<file path="src/rtl/ask_pkg.sv">
// Shared constants for the ASK deframer: FSM state encoding and the default sync pattern.
package ask_pkg;

  localparam logic [1:0] ST_HUNT    = 2'd0;
  localparam logic [1:0] ST_PAYLOAD = 2'd1;
  localparam logic [1:0] ST_CHECK   = 2'd2;

  localparam logic [7:0] SYNC_WORD_DEFAULT = 8'hA5;

endpackage

</file>
<file path="src/rtl/ask_frame_sync.sv">
// Deframer behind the ASK demodulator: hunts for the sync word, emits payload bytes
// MSB-first and checks a trailing mod-256 sum checksum.
module ask_frame_sync
  import ask_pkg::*;
#(
  parameter logic [7:0]  SYNC_WORD     = SYNC_WORD_DEFAULT,
  parameter int unsigned PAYLOAD_BYTES = 4
) (
  input  logic       clk,
  input  logic       rst_n,
  input  logic       en,
  input  logic       bit_in,
  input  logic       bit_valid,
  output logic [7:0] byte_out,
  output logic       byte_valid,
  output logic       frame_done,
  output logic       frame_ok,
  output logic       sync_locked,
  output logic [7:0] frame_cnt,
  output logic [7:0] err_cnt
);

  localparam logic [3:0] LAST_BYTE = 4'(PAYLOAD_BYTES - 1);

  logic [1:0] state_q, state_d;
  logic [7:0] shreg_q, shreg_d;
  logic [2:0] bit_cnt_q, bit_cnt_d;
  logic [3:0] byte_cnt_q, byte_cnt_d;
  logic [7:0] csum_q, csum_d;
  logic [7:0] byte_out_q, byte_out_d;
  logic       byte_valid_q, byte_valid_d;
  logic       frame_done_q, frame_done_d;
  logic       frame_ok_q, frame_ok_d;
  logic [7:0] frame_cnt_q, frame_cnt_d;
  logic [7:0] err_cnt_q, err_cnt_d;
  logic [7:0] shifted;

  function automatic logic [7:0] sat_inc(input logic [7:0] v);
    return (v == 8'hFF) ? v : v + 8'd1;
  endfunction

  assign shifted = {shreg_q[6:0], bit_in};

  always_comb begin
    state_d      = state_q;
    shreg_d      = shreg_q;
    bit_cnt_d    = bit_cnt_q;
    byte_cnt_d   = byte_cnt_q;
    csum_d       = csum_q;
    byte_out_d   = byte_out_q;
    byte_valid_d = 1'b0;
    frame_done_d = 1'b0;
    frame_ok_d   = frame_ok_q;
    frame_cnt_d  = frame_cnt_q;
    err_cnt_d    = err_cnt_q;

    if (!en) begin
      // Disable drops the bit in flight and any partial frame.
      state_d    = ST_HUNT;
      shreg_d    = 8'd0;
      bit_cnt_d  = 3'd0;
      byte_cnt_d = 4'd0;
      csum_d     = 8'd0;
    end else if (bit_valid) begin
      shreg_d = shifted;
      case (state_q)
        ST_HUNT: begin
          if (shifted == SYNC_WORD) begin
            state_d    = ST_PAYLOAD;
            bit_cnt_d  = 3'd0;
            byte_cnt_d = 4'd0;
            csum_d     = 8'd0;
          end
        end
        ST_PAYLOAD: begin
          bit_cnt_d = bit_cnt_q + 3'd1;
          if (bit_cnt_q == 3'd7) begin
            byte_out_d   = shifted;
            byte_valid_d = 1'b1;
            csum_d       = csum_q + shifted;
            byte_cnt_d   = byte_cnt_q + 4'd1;
            if (byte_cnt_q == LAST_BYTE) state_d = ST_CHECK;
          end
        end
        ST_CHECK: begin
          bit_cnt_d = bit_cnt_q + 3'd1;
          if (bit_cnt_q == 3'd7) begin
            frame_done_d = 1'b1;
            frame_ok_d   = (shifted == csum_q);
            if (shifted == csum_q) frame_cnt_d = sat_inc(frame_cnt_q);
            else                   err_cnt_d   = sat_inc(err_cnt_q);
            // Clearing the window keeps checksum bits from forming a false sync.
            state_d   = ST_HUNT;
            shreg_d   = 8'd0;
            bit_cnt_d = 3'd0;
          end
        end
        default: begin
          state_d = ST_HUNT;
          shreg_d = 8'd0;
        end
      endcase
    end
  end

  always_ff @(posedge clk or negedge rst_n) begin
    if (!rst_n) begin
      state_q      <= ST_HUNT;
      shreg_q      <= 8'd0;
      bit_cnt_q    <= 3'd0;
      byte_cnt_q   <= 4'd0;
      csum_q       <= 8'd0;
      byte_out_q   <= 8'd0;
      byte_valid_q <= 1'b0;
      frame_done_q <= 1'b0;
      frame_ok_q   <= 1'b0;
      frame_cnt_q  <= 8'd0;
      err_cnt_q    <= 8'd0;
    end else begin
      state_q      <= state_d;
      shreg_q      <= shreg_d;
      bit_cnt_q    <= bit_cnt_d;
      byte_cnt_q   <= byte_cnt_d;
      csum_q       <= csum_d;
      byte_out_q   <= byte_out_d;
      byte_valid_q <= byte_valid_d;
      frame_done_q <= frame_done_d;
      frame_ok_q   <= frame_ok_d;
      frame_cnt_q  <= frame_cnt_d;
      err_cnt_q    <= err_cnt_d;
    end
  end

  assign byte_out    = byte_out_q;
  assign byte_valid  = byte_valid_q;
  assign frame_done  = frame_done_q;
  assign frame_ok    = frame_ok_q;
  assign sync_locked = (state_q != ST_HUNT);
  assign frame_cnt   = frame_cnt_q;
  assign err_cnt     = err_cnt_q;

endmodule
</file>
<file path="config.mk">
export PLATFORM = sky130hd
export DESIGN_NAME = ask_frame_sync
export DESIGN_NICKNAME = d
export VERILOG_FILES = /design/src/rtl/ask_pkg.sv /design/src/rtl/ask_frame_sync.sv
export SDC_FILE = /design/constraint.sdc
export NUM_CORES = 1
export LEC_CHECK = 0
export CORE_UTILIZATION = 43
export DETAILED_ROUTE_END_ITERATION = 12
export HOLD_SLACK_MARGIN = 0.06
export SLEW_MARGIN = 0
export SYNTH_ARGS = -nofsm -noshare
export SYNTH_HDL_FRONTEND = slang
export SYNTH_SLANG_ARGS = --single-unit
</file>
<file path="constraint.sdc">
create_clock -name clk -period 2.6 [get_ports clk]
set_input_delay 0.26 -clock clk [delete_from_list [all_inputs] [get_ports clk]]
set_output_delay 0.26 -clock clk [all_outputs]
set_load 0.005 [all_outputs]
</file>
## Word-level counts from Yosys, hierarchy flattened

Index checks and enable logic that the tools add are counted.

| operators by class | value |
|---|---|
| add/subtract/negate cells | 5 |
| equality and inequality tests | 15 |
| multiplexer cells | 33 |
| bitwise logic cells | 3 |
| reductions and logical operators | 10 |

Operator list:

| cell | number |
|---|---|
| $mux W8 | 4 |
| $eq A8 B8 Y1 const B | 3 |
| $mux W7 | 3 |
| $add A8 B1 Y8 const B | 2 |
| $mux W4 | 4 |
| $pmux W8 S2 | 1 |
| $pmux W7 S2 | 1 |
| $mux W2 | 6 |
| $mux W3 | 4 |
| $ne A3 B3 Y1 const B | 4 |
| $reduce_and A4 Y1 | 3 |
| $reduce_and A6 Y1 | 2 |
| $pmux W3 S3 | 1 |
| $add A8 B8 Y8 | 1 |
| $eq A8 B8 Y1 | 1 |
| $pmux W4 S2 | 1 |
| $mux W1 | 7 |
| $pmux W2 S3 | 1 |
| $reduce_and A5 Y1 | 1 |
| $add A4 B1 Y4 const B | 1 |
| $eq A4 B2 Y1 const B | 1 |
| $ne A4 B1 Y1 const B | 1 |
| $add A3 B1 Y3 const B | 1 |
| $eq A3 B3 Y1 const B | 1 |
| other kinds (9) | 11 |

| storage, ports and cells | value |
|---|---|
| register bits | 51 |
| output and inout bits | 28 |

## Depth between registers and ports, before layout

Gate-level depths: netlist (run 1).

| depth | value |
|---|---|
| depth after elaboration | 6 |
| mapped depth | 8 |
| mapped depth without buffers | 7 |

## Least setup slack after synthesis (run 1)

Ideal clock, no wire load.

| timing | value |
|---|---|
| path kind | register to register |
| from | register shreg_q[1] |
| to | register frame_cnt_q[1], in the netlist frame_cnt[1] |
| arrival | 1.941 ns |
| slack | 0.534 ns |
| stages on the path, launching flop included | 6 |
| buffers on the path | 0 |
| path through | dfrtp_1 > ha_1 > nor4_1 > nand3_1 > a311oi_4 > mux2_2 |

| on the way | value |
|---|---|
| longest elaborated chain between the ends | 2 |

Ends and longest elaborated chain:

| element | line | text |
|---|---|---|
| start, declared | ask_frame_sync.sv:26 | `logic [7:0] shreg_q, shreg_d;` |
| start signal, assigned | ask_frame_sync.sv:121 | `shreg_q <= shreg_d;` |
| $eq A8 B8 Y1 | ask_frame_sync.sv:90 | `if (shifted == csum_q) frame_cnt_d = sat_inc(frame_cnt_q);` |
| $reduce_and A6 Y1 (no source line) | n/a |  |
| end signal, assigned | ask_frame_sync.sv:129 | `frame_cnt_q <= frame_cnt_d;` |
| end, declared | ask_frame_sync.sv:34 | `logic [7:0] frame_cnt_q, frame_cnt_d;` |

No other way between the ends.
A chain may end at the register's enable or synchronous reset.

## Worst setup path after layout (run 1)

Same ends and word-level chain as after synthesis.

==> results of run 1 <==
logic make-up (layout without fill, tap and decap cells):
group,after synthesis,in the layout,synth area share [%]
AOI/OAI and AO/OA,46,46,13.1
xor gates and xnor gates,20,20,6.65
muxes,16,16,6.65
buffers and inverters,16,58,2.66
and+or+nand+nor,71,71,13.7
DFF,51,51,48.5
adders and majority gates,18,18,8.84
worst register-to-register path, delay by kind of cell, from the launching register on:
kind / cells / cell delay (ns)
and+or+nand+nor: 2 / 0.52
muxes: 1 / 0.39
adders and majority gates: 1 / 0.39
AOI/OAI and AO/OA: 1 / 0.47
DFF: 1 / 0.45
repair_timing:
action	CTS	global route
resized for setup	0	0
hold buffers	1	0
endpoints found under the hold margin	25	0
metal layers:
layer | vias up | track usage [%] | part of all wire (%)
met5 | - | 0 | 0
met4 | 0 | 5.54 | 1.1
met3 | 6 | 3.64 | 2.4
met2 | 20 | 26.9 | 46
met1 | 867 | 23.7 | 50
li1 | 925 | - | -
flip-flops by register name (all words and copies together), names as in the netlist:
name,flops
state_q,2
frame_done,1
frame_cnt,8
shreg_q,7
err_cnt,8
csum_q,8
byte_valid,1
byte_out,8
byte_cnt_q,4
frame_ok,1
bit_cnt_q,3
synthesized netlist by cell type, types with 2 or more instances:
master	count	area, um^2
o21ai_0	14	70.1
xnor2_1	10	87.6
nor3_1	5	25.0
mux2i_1	4	40.0
ha_1	17	213
nand4_1	5	31.3
o31ai_1	2	15.0
a211oi_1	2	15.0
inv_1	11	41.3
nand2_1	30	113
nor2b_1	2	12.5
o211ai_1	2	15.0
a21boi_0	2	15.0
a22o_1	8	70.1
a21o_1	2	15.0
or2_2	2	12.5
dfrtp_1	51	1280
buf_2	2	10.0
a21oi_1	5	25.0
and3_1	3	18.8
and2_1	2	12.5
nand3_1	7	35.0
xor2_1	10	87.6
nor2_1	8	30.0
mux2_2	12	135
area by class of cell:
type	count	area (um^2)
timing repair buffer	39	383
fill	524	2760
clock inverter	1	5.00
tap	75	93.8
clock buffer	7	76.3
multi-input combinational	171	1290
inverter	11	41.3
sequential	51	1280
power by group:
part	switching (mW)	internal, mW	total, mW
Sequential	0.0444	0.834	0.878
Combinational	0.264	0.191	0.454
Clock	0.254	0.190	0.444
Total	0.562	1.21	1.78
cells in the final DEF (no fill, tap or decap), drive strengths merged, types with 2 or more instances in the layout:
| master | count |
|---|---|
| dfrtp | 51 |
| clkdlybuf4s50 | 31 |
| nand2 | 30 |
| ha | 17 |
| o21ai | 15 |
| mux2 | 12 |
| inv | 11 |
| xnor2 | 10 |
| xor2 | 10 |
| a22o | 8 |
| nor2 | 8 |
| nand3 | 8 |
| clkbuf | 7 |
| buf | 7 |
| nand4 | 5 |
| nor3 | 5 |
| a21oi | 5 |
| mux2i | 4 |
| and3 | 3 |
| o211ai | 3 |
| and2 | 2 |
| nor2b | 2 |
| a211oi | 2 |
| o31ai | 2 |
| a21o | 2 |
| a21boi | 2 |
| or2 | 2 |
| and4bb | 2 |
| nand2b | 2 |
| o311ai | 2 |
path summary, 6_finish.rpt:
kind	cells past startpoint	end	slack, ns	startpoint
max in group asynchronous	3	state_q[1]	1.55	rst_n
setup reg to reg	5	frame_cnt[1]	0.28	shreg_q[1]
hold / removal	2	csum_q[4]	0.49	csum_q[4]
setup / recovery	5	frame_cnt[1]	0.28	shreg_q[1]
min in group asynchronous	2	err_cnt[6]	0.50	rst_n
hold reg to reg	2	csum_q[4]	0.49	csum_q[4]
==> metrics.cfg, run 1 <==
[status]
status=finished, final reports clean

[sta]
setup_tns_ns=0
clock_skew_ns=0.00438
drv_slew=0
worstMarginPinSlew_ns=0.610
period_needed_ns=2.32
relSlewSlack_pct=59.4
fmax_mhz=431
setup-violations-final=0
worst_hold_slack_ns=0.492
worst_slack_ns=0.279
rsz0062_at_grt=false
min_period_over_period_pct=89.3
hold_viol_final=0

[synthesis]
ys_warn_count=0
synth-main-ff-cell=dfrtp_1
syn-num-nets=261
syn_area_mm2=0.00263
synth-seq-area-share_pct=48.5
synth.avg_cell_area_um2=11.1
yosys_register_bits=51
synth_edf_count=0
yosysUniqueCellTypes=45
async_reset_ff_share_pct=100
synthCells=238

[placed_design]
placed_area_mm2=0.00307
place_ws_ns=0.107
gp_congestion=0.793
io_buffers=32
dp_hpwl_mm=3.61
dp_cells=346

[job]
drv_cap=0

[route]
wl_mm=4.93
ant_nets=0
drtIter0Drc=81
dr_total_vias=1818
post_drt_wl_per_cell_um=13.9
vias_per_cell=5.12
drt-pass1-iter-count=4
drc=0

[floorplan]
initial_core_util_pct=44.5
pin_count=33
dieArea_mm2=0.00644
die_x_um=80.3
core-area_mm2=0.00592
rows=28
die_h_um=80.3

[finish]
final_util_pct=53.4
diodes=0
drive_gt1_share_pct=11.8
fin_area_mm2=0.00316
area_growth_pct=20.1
nets=302
layout.cells.non_filler=355

[global_routing]
grt_max_degree=27
grtUsageTotal_pct=17.2
grt_pass1_wl_mm=8.55
antenna_found_initial=0
grt_pass1_vias=1812
gr-total-overflow=0

[critical_path]
endpoint_kind=register
slowest_stage=a311oi_4
criticalPathCategory=reg -> reg
cp.required_ns=2.79
cpPeakStageDelay_ns=0.47
crit_family=simple AND/OR/NAND/NOR gates
critPathMaxFanout=8
cp-start-kind=register
cp_cell_sequence=ha_1, nor4_1, nand3_1, a311oi_4, mux2_2
critical_path_arrival_ns=2.51
crit_buf_inv=0

[pwr]
total_power_mw=1.78
irDropWorstVdd_uv=336
power_density_mw_per_mm2=562
power.leakage_nw=1.51

[clock_tree]
cts.path.max_buffers=2
h-tree-depth=2
numCtsBuffers=5
clkTransAtPathRegs_ns=0.09
clk_latency_ns=0.30
postCtsSetupBuffers=0
cts.sinks=51
tritoncts=done
root_buffer=clkbuf_8

[worst_hold_path]
min_path_type=reg -> reg

Note: power is estimated with default switching activity, not from simulation.
==> run 2, diff against run 1 <==
- CORE_ASPECT_RATIO: default -> 0.7
==> metrics.cfg, run 2 (same netlist as run 1, synthesis figures left out) <==
[status]
status=finished, final reports clean

[sta]
period_needed_ns=2.28  ; -0.0386 ns
relSlewSlack_pct=56.5  ; -2.9 points
drv_slew=0  ; unchanged
clock_skew_ns=0.0144  ; +0.0100 ns
hold_viol_final=0  ; unchanged
fmax_mhz=438  ; +1.7%
setup_tns_ns=0  ; unchanged
setup-violations-final=0  ; unchanged
worstMarginPinSlew_ns=0.653  ; +0.0436 ns
rsz0062_at_grt=false
min_period_over_period_pct=87.8  ; -1.5 points
worst_hold_slack_ns=0.0564  ; -0.435 ns

[pwr]
intPower_mw=1.33  ; +9.5%
total_power_mw=1.93  ; +8.5%
power_density_mw_per_mm2=597  ; +6.3%
power.switching_mw=0.597  ; +6.2%
seqPwrFrac_pct=45.4  ; -4.0 points
pwr-share-clk_pct=29.2  ; +4.2 points
irDropWorstVdd_uv=246  ; -27%
p_comb_share_pct=25.4  ; -0.2 points
switching_share_pct=31.0  ; -0.67 points
power.leakage_nw=1.55  ; +2.6%

[critical_path]
criticalPathCategory=reg -> reg
cp-start-kind=register
crit_family=compound AO/OA/AOI/OAI gates
endpoint_kind=register
cp.required_ns=2.82  ; +0.03 ns
slowest_stage=o311ai_1
critPathMaxFanout=5  ; -3
cp_cell_sequence=ha_1, nand2_1, o311ai_1, o21ai_0, or2_2, o311ai_2
crit_buf_inv=0  ; unchanged
cpPeakStageDelay_ns=0.52  ; +0.05 ns
critical_path_arrival_ns=2.50  ; about the same

[floorplan]
rows=23  ; -18%
die_h_um=67.5  ; -16%
dieArea_mm2=0.00645  ; about the same
initial_core_util_pct=45.3  ; +0.82 points
die_x_um=95.5  ; +19%
pin_count=33  ; unchanged
core-area_mm2=0.00581  ; -1.8%

[placed_design]
dp_cells=353  ; +2.0%
gp_congestion=0.818  ; +3.2%
io_buffers=32  ; unchanged
dp_hpwl_mm=3.85  ; +6.6%

[route]
post_drt_wl_per_cell_um=14.5  ; +4.7%
vias_per_cell=5.18  ; +1.2%
wl_mm=5.25  ; +6.4%
ant_nets=0  ; unchanged
drt-pass1-iter-count=4  ; unchanged
drtIter0Drc=53  ; -35%
drc=0  ; unchanged
dr_total_vias=1871  ; +2.9%

[finish]
layout.cells.non_filler=361  ; +1.7%
layout_commonest_cell=dfrtp_1
layout_common_cells=51 x dfrtp_1, 31 x clkdlybuf4s50_1, 30 x nand2_1, 17 x ha_1, 14 x o21ai_0
drive_gt1_share_pct=14.7  ; +2.9 points
num-fill-cells=515  ; -1.7%
nets=308  ; +2.0%
diodes=0  ; unchanged
final_util_pct=55.5  ; +2.1 points
area_growth_pct=22.5

[clock_tree]
numCtsBuffers=5  ; unchanged
h-tree-depth=2  ; unchanged
tritoncts=done
post_cts_resized=0  ; unchanged
clk_latency_ns=0.31  ; about the same
cts.path.max_buffers=2  ; unchanged
clkTransAtPathRegs_ns=0.11  ; +0.02 ns
postCtsSetupBuffers=0  ; unchanged
ctsHoldBuffers=0  ; -1
cts.sinks=51  ; unchanged
root_buffer=clkbuf_8

[worst_hold_path]
min_path_type=in -> async

[global_routing]
gr-total-overflow=0  ; unchanged
grt_pass1_wl_mm=8.64  ; +1.0%
grtUsageTotal_pct=18.0  ; +0.75 points
grt_pass1_vias=1713  ; -5.5%
grt_max_degree=52  ; +93%
antenna_found_initial=0  ; unchanged

[job]
drv_cap=0  ; unchanged

run 2: cell types whose count changed in the layout (fill, tap and decap cells not counted):
cell,change
buf_4,+8
clkbuf_1,-2
buf_12,-1
bufinv_16,+1
clkinv_2,-1
clkinvlp_4,+1
dlygate4sd3_1,-1
inv_6,+1
run 2: worst reg2reg max path, delay by kind of cell, from the launching register on:
kind,cells,cell delay [ns]
fa+ha+maj,1,0.38
compound gates,3,0.96
flops,1,0.46
simple gates,2,0.40
run 2: routing by layer:
layer  global-route usage [%]  vias up  wire (um)  share of wire, %
met5                        0        -          0                 0
met2                     24.8       29       2040                39
met3                     4.05        2        232               4.4
li1                         -      945          -                 -
met4                     4.48        0         27              0.51
met1                     27.9      895       2950                56
run 2: worst paths after layout:
| kind | slack [ns] | startpoint | endpoint | cells after the start |
|---|---|---|---|---|
| setup / recovery | 0.32 | shreg_q[3] | csum_q[7] | 6 |
| hold / removal | 0.06 | rst_n | frame_cnt[6] | 2 |
| setup reg to reg | 0.32 | shreg_q[3] | csum_q[7] | 6 |
| hold reg to reg | 0.49 | csum_q[2] | csum_q[2] | 2 |
| max in group asynchronous | 2.10 | rst_n | shreg_q[4] | 2 |
| min in group clk | 0.49 | csum_q[2] | csum_q[2] | 2 |
run 2: area by class of cell:
cell class              count  area, um^2  share of cell area (%)
clock buffers               5        68.8                    2.13
repair buffers             45         413                    12.8
well taps                  75        93.8                    2.91
clock inverters             3        46.3                    1.43
flip-flops and latches     51        1280                    39.6
multi-input cells         171        1290                    39.9
inverters                  11        41.3                    1.28
run 2: power by group through the flow:
stage / clock network [mW] / registers (mW) / logic (mW)
finish: 0.563 / 0.875 / 0.489
global route: 0.618 / 0.882 / 0.550
CTS: 0.590 / 0.875 / 0.492
detailed placement: 0 / 0.891 / 0.488
global placement: 0 / 0.890 / 0.485
floorplan: 0 / 0.883 / 0.320
run 2: per-stage QoR:
step	setup slack [ns]	cell area (um^2)
4_1_cts	0.335	3230
3_5_place_dp	0.174	3110
5_1_grt	0.115	3230
2_1_floorplan	0.534	2630
6_report	0.317	3230
3_3_place_gp	0.308	3110
==> RTL change: new RTL, config.mk and constraints of run 2 <==
Add an input register stage for `en`, `bit_in` and `bit_valid`; this delays them by one clock.
--- a/src/rtl/ask_frame_sync.sv
+++ b/src/rtl/ask_frame_sync.sv
@@ -23,4 +23,14 @@
   localparam logic [3:0] LAST_BYTE = 4'(PAYLOAD_BYTES - 1);
 
+  logic en_q;
+  logic bit_q;
+  logic bit_valid_q;
+
+  always_ff @(posedge clk) begin
+    en_q        <= en;
+    bit_q       <= bit_in;
+    bit_valid_q <= bit_valid;
+  end
+
   logic [1:0] state_q, state_d;
   logic [7:0] shreg_q, shreg_d;
@@ -40,5 +50,5 @@
   endfunction
 
-  assign shifted = {shreg_q[6:0], bit_in};
+  assign shifted = {shreg_q[6:0], bit_q};
 
   always_comb begin
@@ -55,5 +65,5 @@
     err_cnt_d    = err_cnt_q;
 
-    if (!en) begin
+    if (!en_q) begin
       // Disable drops the bit in flight and any partial frame.
       state_d    = ST_HUNT;
@@ -62,5 +72,5 @@
       byte_cnt_d = 4'd0;
       csum_d     = 8'd0;
-    end else if (bit_valid) begin
+    end else if (bit_valid_q) begin
       shreg_d = shifted;
       case (state_q)
Function: changed (Yosys sat finds a counterexample within 10 cycles, from zero or initial values and one cycle with rst_n low).
==> RTL change against run 2 <==
- power is 2.8% lower
- worst setup slack worse by 0.00062 ns
- area after synthesis increased by 2.3%
- utilization is 0.59 points lower
- clock skew shrank 0.0053 ns
- wire length grew 4.3%
- sequential cell count up 3
- global-route usage is 0.59 points higher
- cell area about the same
==> RTL change: results (changes against run 2) <==
GRT
  – Met2 GRT Util: 0.255 (+0.00707)
  – Vias in the first global route: 1812 (+5.8%)
  – Largest net degree at the start of global routing: 34 (-35%)
  – Global-route wire length before repair: 9390 um (+8.7%)
  – GRT met3 Usage: 0.0378 (-0.00275)

Route
  – Total Wirelength: 5480 um (+4.3%)
  – Pre-antenna DRT Iters: 5 (+1)
  – Routed length on met1: 2970 um (+0.68%)

Logic synthesis
  – Ys async rst share: 0.944 (-0.0556)
  – Count of unique library cells instantiated by Yosys: 46 (+2.2%)
  – Top cells by area, synth: dfrtp_1 (47%), ha_1 (7.9%), mux2_2 (5.0%)
  – Mapped Nets: 264 (+1.1%)
  – Synthesized instance count: 241 (+1.3%)
  – Register area share after synthesis: 0.496 (+0.0115)

Power and ir drop
  – Switching power: 591 uW (-0.93%)
  – Max rail drop VDD: 0.301 mV (+22%)
  – Power of the sequential group: 929 uW (+6.2%)
  – Sequential share of power: 0.496 (+0.042)

Final layout
  – Clock-cell share of area: 0.0295 (-0.00618)
  – Clock buffer cells: 6 (+1)
  – Share of cells above drive strength 1: 0.124 (-0.0232)
  – Layout Nets: 305 (-0.97%)
  – Final sequential cell count: 54 (+5.9%)

Setup path
  – Slowest CP cell: a311oi_4
  – CP Max Fanout: 8 (+3)

Timing
  – Final Skew: 0.00912 ns (-0.00530 ns)

Place
  – Post-DP HPWL: 4050 um (+5.4%)
  – GP Congestion: 0.868 (+6.1%)

Run status
  – Status: finished, final reports clean
-- RTL change: changes by cell type after synthesis, sizes merged --
cell,change
dfxtp,+3
-- RTL change: worst paths after layout --
kind | start | end | slack [ns] | cells past startpoint
max | shreg_q[1]$_DFFE_PN0N_ | frame_cnt[1]$_DFFE_PN0P_ | 0.32 | 5
min | bit_valid | bit_valid_q$_DFF_P_ | 0.39 | 1
max reg2reg | shreg_q[1]$_DFFE_PN0N_ | frame_cnt[1]$_DFFE_PN0P_ | 0.32 | 5
min reg2reg | csum_q[2]$_DFFE_PN0P_ | csum_q[2]$_DFFE_PN0P_ | 0.50 | 2
max in group asynchronous | rst_n | err_cnt[2]$_DFFE_PN0P_ | 1.40 | 3
min in group asynchronous | rst_n | byte_cnt_q[1]$_DFFE_PN0P_ | 0.43 | 2
-- RTL change: worst max-delay path: cells and delay by family, from the launching register on --
| family | cells | cell delay, ns |
|---|---|---|
| AND/OR/NAND/NOR | 2 | 0.52 |
| AO/OA/AOI/OAI | 1 | 0.45 |
| flip-flops | 1 | 0.44 |
| adder cells (fa/ha/maj) | 1 | 0.38 |
| multiplexers | 1 | 0.38 |
-- RTL change: kinds of logic (layout without fill, tap and decap cells) --
kind of cell             Yosys count  in the layout  share of synthesized area
AO/OA/AOI/OAI                     46             46                      0.128
XOR/XNOR                          20             20                     0.0650
adder cells (fa/ha/maj)           18             18                     0.0864
buffers and inverters             16             58                     0.0260
flip-flops                        54             54                      0.496
multiplexers                      16             16                     0.0650
AND/OR/NAND/NOR                   71             71                      0.134
-- RTL change: what timing repair did --
item                      4_1_cts  5_1_grt
hold buffers                    1        0
hold endpoints to repair       18        0
buffers inserted                0        0
resized for setup               0        0
